$ cat config.mk
export PLATFORM = sky130hd
export DESIGN_NAME = alu_regfile_seq
export DESIGN_NICKNAME = d
export VERILOG_FILES = /design/src/rtl/alu_regfile_seq.sv
export SDC_FILE = /design/constraint.sdc
export NUM_CORES = 1
export LEC_CHECK = 0
export ABC_AREA = 1
export ABC_CLOCK_PERIOD_IN_PS = 4000
export CAP_MARGIN = 10
export CORE_MARGIN = 4
export CORE_UTILIZATION = 57
export DETAILED_ROUTE_END_ITERATION = 8
export PLACE_DENSITY = 0.92
export SLEW_MARGIN = 20
export SYNTH_ARGS = -nofsm -noshare
export SYNTH_HDL_FRONTEND = slang
export SYNTH_SLANG_ARGS = --single-unit
export TNS_END_PERCENT = 20
$ cat constraint.sdc
create_clock -name clk -period 4 [get_ports clk]
set_clock_uncertainty 0.2 [all_clocks]
set_input_delay 1 -clock clk [delete_from_list [all_inputs] [get_ports clk]]
set_output_delay 1 -clock clk [all_outputs]
set_load 0.01 [all_outputs]
$ cat src/rtl/alu_regfile_seq.sv
// alu_regfile_seq
//   Operand-supply and writeback sequencer for an external 8-bit combinational
//   ALU. Takes 3-operand instructions over valid/ready, reads operands from an
//   8x8 register file, drives the ALU from registers, and writes the result back.
//   A sticky carry flag is updated only by add (0000) and subtract (0001).
//
// Ports
//   clk, rst          clock (rising edge), asynchronous active-high reset
//   instr_valid/ready instruction handshake; instr = {op, rd, rs, rt}
//   wr_en/addr/data   external register load, honoured only while idle
//   rd_addr/rd_data   combinational debug read port
//   alu_ctrl/x/y      registered ALU operands, held while idle
//   alu_out/carry     ALU result inputs
//   carry_flag        sticky arithmetic carry
//   busy              high in EXEC or WB
//   done              one-cycle pulse after writeback
//
// state | meaning
// ------+---------------------------------------------------
// IDLE  | accepting loads or a new instruction
// EXEC  | ALU operands stable, combinational ALU settling
// WB    | result written to R[rd], carry updated for add/sub

module alu_regfile_seq #(
  parameter int NREG = 8,
  parameter int DW   = 8
) (
  input  logic          clk,
  input  logic          rst,
  input  logic          instr_valid,
  output logic          instr_ready,
  input  logic [12:0]   instr,
  input  logic          wr_en,
  input  logic [2:0]    wr_addr,
  input  logic [DW-1:0] wr_data,
  input  logic [2:0]    rd_addr,
  output logic [DW-1:0] rd_data,
  output logic [3:0]    alu_ctrl,
  output logic [DW-1:0] alu_x,
  output logic [DW-1:0] alu_y,
  input  logic [DW-1:0] alu_out,
  input  logic          alu_carry,
  output logic          carry_flag,
  output logic          busy,
  output logic          done
);

  typedef enum logic [1:0] {
    IDLE = 2'd0,
    EXEC = 2'd1,
    WB   = 2'd2
  } state_t;

  state_t state, state_nxt;

  logic [DW-1:0] regs [NREG];
  logic [2:0]    rd_q;
  logic          accept;

  logic [3:0] op;
  logic [2:0] rd, rs, rt;

  assign op = instr[12:9];
  assign rd = instr[8:6];
  assign rs = instr[5:3];
  assign rt = instr[2:0];

  // A pending load takes priority over an offered instruction.
  assign instr_ready = (state == IDLE) & ~wr_en;
  assign accept      = instr_ready & instr_valid;
  assign busy        = (state != IDLE);
  assign rd_data     = regs[rd_addr];

  always_ff @(posedge clk or posedge rst) begin
    if (rst) state <= IDLE;
    else     state <= state_nxt;
  end

  always_comb begin
    state_nxt = state;
    case (state)
      IDLE:    if (accept) state_nxt = EXEC;
      EXEC:    state_nxt = WB;
      WB:      state_nxt = IDLE;
      default: state_nxt = IDLE;
    endcase
  end

  always_ff @(posedge clk or posedge rst) begin
    if (rst) begin
      for (int i = 0; i < NREG; i++) regs[i] <= '0;
      alu_ctrl   <= '0;
      alu_x      <= '0;
      alu_y      <= '0;
      rd_q       <= '0;
      carry_flag <= 1'b0;
      done       <= 1'b0;
    end else begin
      done <= (state == WB);

      if (state == IDLE && wr_en) regs[wr_addr] <= wr_data;

      // Operands come from the register values before this edge, so rd==rs/rt
      // naturally uses the old value.
      if (accept) begin
        alu_ctrl <= op;
        alu_x    <= regs[rs];
        alu_y    <= regs[rt];
        rd_q     <= rd;
      end

      // alu_ctrl still holds the op of the instruction in flight; the ALU carry
      // is only meaningful for add/sub.
      if (state == WB) begin
        regs[rd_q] <= alu_out;
        if (alu_ctrl[3:1] == 3'b000) carry_flag <= alu_carry;
      end
    end
  end

endmodule

* Word-level counts from Yosys, hierarchy flattened
Cells that the tools add are included.
** Word-level totals
- Flip-flop bits (word level) :: 91
- Input bits :: 40
- Output and inout bits :: 32
- Logic and storage cells :: 59
** Cells by class
- Magnitude comparators :: 7
- Equality and inequality tests :: 3
- Multiplexer cells :: 19
- Bitwise logic cells :: 8
- Reduce and logical (&&, ||, !) cells :: 7
** Operators by type and width (count)
- $bwmux W64 :: 2
- $mux W64 :: 2
- $bmux W8 S3 :: 3
- $mux W8 :: 8
- $demux W8 S3 :: 2
- $ge A4 B4 Y1 const B :: 5
- $not A3 Y4 :: 5
- $lt A4 B1 Y1 const B :: 2
- $pmux W2 S2 :: 1
- $logic_and A1 B1 Y1 :: 3
- $logic_not A3 Y1 :: 1
- $and A1 B1 Y1 :: 2
- $eq A2 B1 Y1 const B :: 1
- $eq A2 B2 Y1 const B :: 1
- $logic_not A2 Y1 :: 1
- $mux W2 :: 1
- $ne A2 B2 Y1 const B :: 1
- $reduce_and A2 Y1 :: 1
- $reduce_bool A2 Y1 :: 1
- $not A1 Y1 :: 1

* Longest topological paths before layout
- Depth in word-level cells :: 9
- Depth in mapped cells :: 8
- Gate-level depth less buffers :: 7

* Worst setup path before layout
Ideal clock, no wire load.
- Path type :: input port to output port
- From :: input port rd_addr[1]
- To :: output port rd_data[5]
- Data arrival time :: 1.787 ns
- Data required time :: 2.800 ns
- Slack :: 1.013 ns
- Cell stages on the path :: 8
- Cells stage by stage :: buf_2 > inv_1 > buf_2 > a21oi_1 > o21ai_0 > nand2_1 > nand2_1 > nand2_1
** On the way
- Cells in the longest elaborated chain, start to end :: 4
** RTL lines
- start: declaration :: RTL line 36 : input logic [2:0] rd_addr,
- $not A3 Y4 (implied by the code) :: RTL line 72 : assign rd_data = regs[rd_addr];
- $bmux W8 S3 :: RTL line 72
- $mux W8 (implied by the code) (2 in series) :: RTL line 72
- end: declaration :: RTL line 37 : output logic [DW-1:0] rd_data,
No other way between the ends. The select of a mux whose other input is x is not followed.

* Final worst setup path
- From :: input port rd_addr[1]
- To :: output port rd_data[2]
The elaborated chain is that of the path after synthesis.

==> metrics.md <==
| Metric | Value |
|---|---|
| Final Cycle Share | 98.08% |
| Residual DRC | 0 |
| # setup viols final | 0 |
| Critical path type | in -> out |
| Worst Hold Class | reg -> reg |
| Cell depth of the worst setup path | 8 |
| Pwr per Cell Area | 509.4 mW/mm² |
| Worst hold stages | 1 |
| Slowest cell delay on critical path | 0.53 ns |
| I/O Pins | 72 |
| Die area | 0.01263 mm² |
| Core ar. | 0.01046 mm² |
| Metal-1 WL | 8.297 mm |
| # clock sinks | 91 |
| Top layer in use | met4 |
| Mapped cell area | 0.006211 mm² |
| Top delay family on crit path | buffers and inverters |
| Post-synth top area share | 36.66% |
| Slew Viols, Final | 0 |
| Cell mode on critical path | nand2_1 |
| Final wirelength | 20.65 mm |
| Crit path launch | rd_addr[1] |
| Max_cap viols | 0 |
| Critical path buffers and inverters | 3 |
| Cell count of the worst reg-to-reg path | 7 |
| Vias per cell | 5.741 |
| R2R Setup Slk | 1.66 ns |
| Fin. Hold Viols | 0 |
| Crit path max fanout | 16 |
| Fin nets | 1091 |
| PortBufs | 71 |
| Crit path DAT | 2.72 ns |
| Fin crit period | 3.923 ns |
| Synth Register Bits | 91 |
| Initial antenna violation count | 0 |
| Ys Warns | 0 |
| Normalized max-slew margin | 55.81% |
| Crit path capture type | output pin |
| Slowest CP cell | clkdlybuf4s50_1 |
| Sequential-to-total area share from yosys stat | 36.66% |
| Total track usage | 32.50% |
| Starting Density | 59.36% |
| Vias in the first global route | 6108 |
| RR Startpoint | state[0] |
| Leak Pwr | 3.851 nW |
| WHS | 0.2701 ns |
| Worst EP required | 2.80 ns |
| Initial drt markers | 1081 |
| CTS Buf Count | 9 |
| Most common cell after layout, fill and taps aside | nand2_1 |
| Clk root buf | clkbuf_8 |
| Avg Inst Size Synth | 6.199 µm² |
| Largest area contributor in the netlist | dfrtp_1 |
| Cell count after placement | 1176 |
| Die X | 112.4 µm |
| First-pass DRT Iterations | 6 |
| DR WL met2 | 8.893 mm |
| Area contributors post-synth | dfrtp_1 (37%), nand2_1 (29%), nand3_1 (14%) |
| Diode count | 0 |
| Largest net degree at the start of global routing | 56 |
| Worst Setup EP | rd_data[2] |
| Vias | 6838 |
| Fraction of layout instances using a drive strength above 1 | 4.929% |
| Max Root-Sink Buffers | 2 |
| Status | finished, final reports clean |
| First-pass GRT wire length | 32.82 mm |
| Reg-to-Reg End | alu_y[2] |
| Critical path cell sequence | clkdlybuf4s50_1, inv_1, a21oi_1, o21ai_0, nand2_1, nand2_1, nand2_1, clkdlybuf4s50_1 |
| Met3 wire len | 2.985 mm |
| Post-DP HPWL | 14.88 mm |
| DIE HEIGHT | 112.4 µm |
| Row cnt | 37 |
| Post-route ant nets | 0 |
| Insertion delay to the later sink of the worst-skew pair | 0.38 ns |
| CTS Hold Buffers Added | 0 |
| Tightest Pin Transition | 0.6621 ns |
| Fin worst setup slack | 0.07681 ns |
| Filler-free cell count of the finished design | 1191 |
| Pre-CTS setup slack | 0.01828 ns |
| Routability cong. | 0.9743 |
| Achievable Freq | 254.9 MHz |
| CTS H-tree lvls | 3 |
| Total power | 3.677 mW |
| Netlist cell types | 20 |
| CTS tree | built |
| GRT Residual Overflow | 0 |
| Commonest non-fill, non-tap cells in the layout | nand2_1 (473), nand3_1 (177), inv_1 (96) |
| CP startpoint kind | primary input |
| Worst-path clk slew | 0.09 ns |
| Area growth from synthesis to layout | 16.20% |
| Post-Synthesis Cells | 1002 |
| Maximum vdd ir drop | 0.2948 mV |
| Synth Net Count | 1042 |
| Drt wl/cell | 17.34 µm |
| Setup repair after global routing missed its margin | yes |
[cell type report]
type                            count  area (µm²)
Multi-Input combinational cell    758        3308
Fill cell                         902        3246
Timing Repair Buffer               84       863.3
Tap cell                          136       170.2
Clock inverter                      2       35.03
Inverter                          107       404.1
Clock buffer                       13       158.9
Sequential cell                    91        2277
[how the worst min path moves through the flow]
stage | from | to | slack, ns
after CTS | state[1] | state[1] | 0.27
after detailed placement | state[1] | state[1] | 0.26
final | state[1] | state[1] | 0.27
after floorplan | state[1] | state[1] | 0.24
after global placement | state[1] | state[1] | 0.25
after global routing | state[1] | state[1] | 0.31
[synth_stat cells, drive strengths merged]
master	instances
a21oi	32
buf	34
clkbuf	12
clkinv	9
dfrtp	91
inv	98
nand2	482
nand3	179
nand4	8
nor2	20
o21ai	37
[where the power goes]
group,switching [mW],internal (mW),leakage (nW)
sequential,0.152,1.24,1.07
clock,0.338,0.320,0.0995
combinational,1.06,0.572,2.68
[metrics by stage]
stage / setup TNS (ns) / util (%) / instance area [µm²]
floorplan: 0 / - / 6211
finish: 0 / 68.98 / 7217
detailed placement: 0 / 66.96 / 7005
CTS: 0 / 68.81 / 7199
global placement: 0 / 66.96 / 7005
global route: -0.06487 / 68.98 / 7217
[state kept, by name (all words and copies together) (netlist names)]
name,cells
alu_x,8
state,2
done,1
rd_q,3
alu_y,8
regs,64
alu_ctrl,4
carry_flag,1
[worst reg2reg max path: stages, from the launching register on]
cell and delay (ns):
dfrtp_1 0.40, nor2_2 0.50, inv_2 0.11, nor2_4 0.12, nand2_2 0.25, clkinv_2 0.42, nand3_1 0.19, nand2_1 0.08
[repair_timing]
| action | 4_1_cts | 5_1_grt |
|---|---|---|
| setup endpoints to repair | 0 | 8 |
| gates resized for setup | 0 | 7 |
| buffers inserted | 0 | 0 |
[layer usage]
metal | vias to the layer above | track usage, %
li1 | 3228 | -
met3 | 56 | 7.655
met4 | 0 | 9.936
met1 | 3008 | 47.43
met2 | 546 | 48.07
met5 | - | 0
[logic make-up (layout without fill, tap and decap cells)]
| group | Yosys count | count (layout) | synth area share (%) |
|---|---|---|---|
| AND/OR/NAND/NOR | 689 | 689 | 47.70 |
| buffers and inverters | 153 | 206 | 10.07 |
| flip-flops | 91 | 91 | 36.66 |
| AO/OA/AOI/OAI | 69 | 69 | 5.560 |
Note: power is estimated with default switching activity, not from simulation.
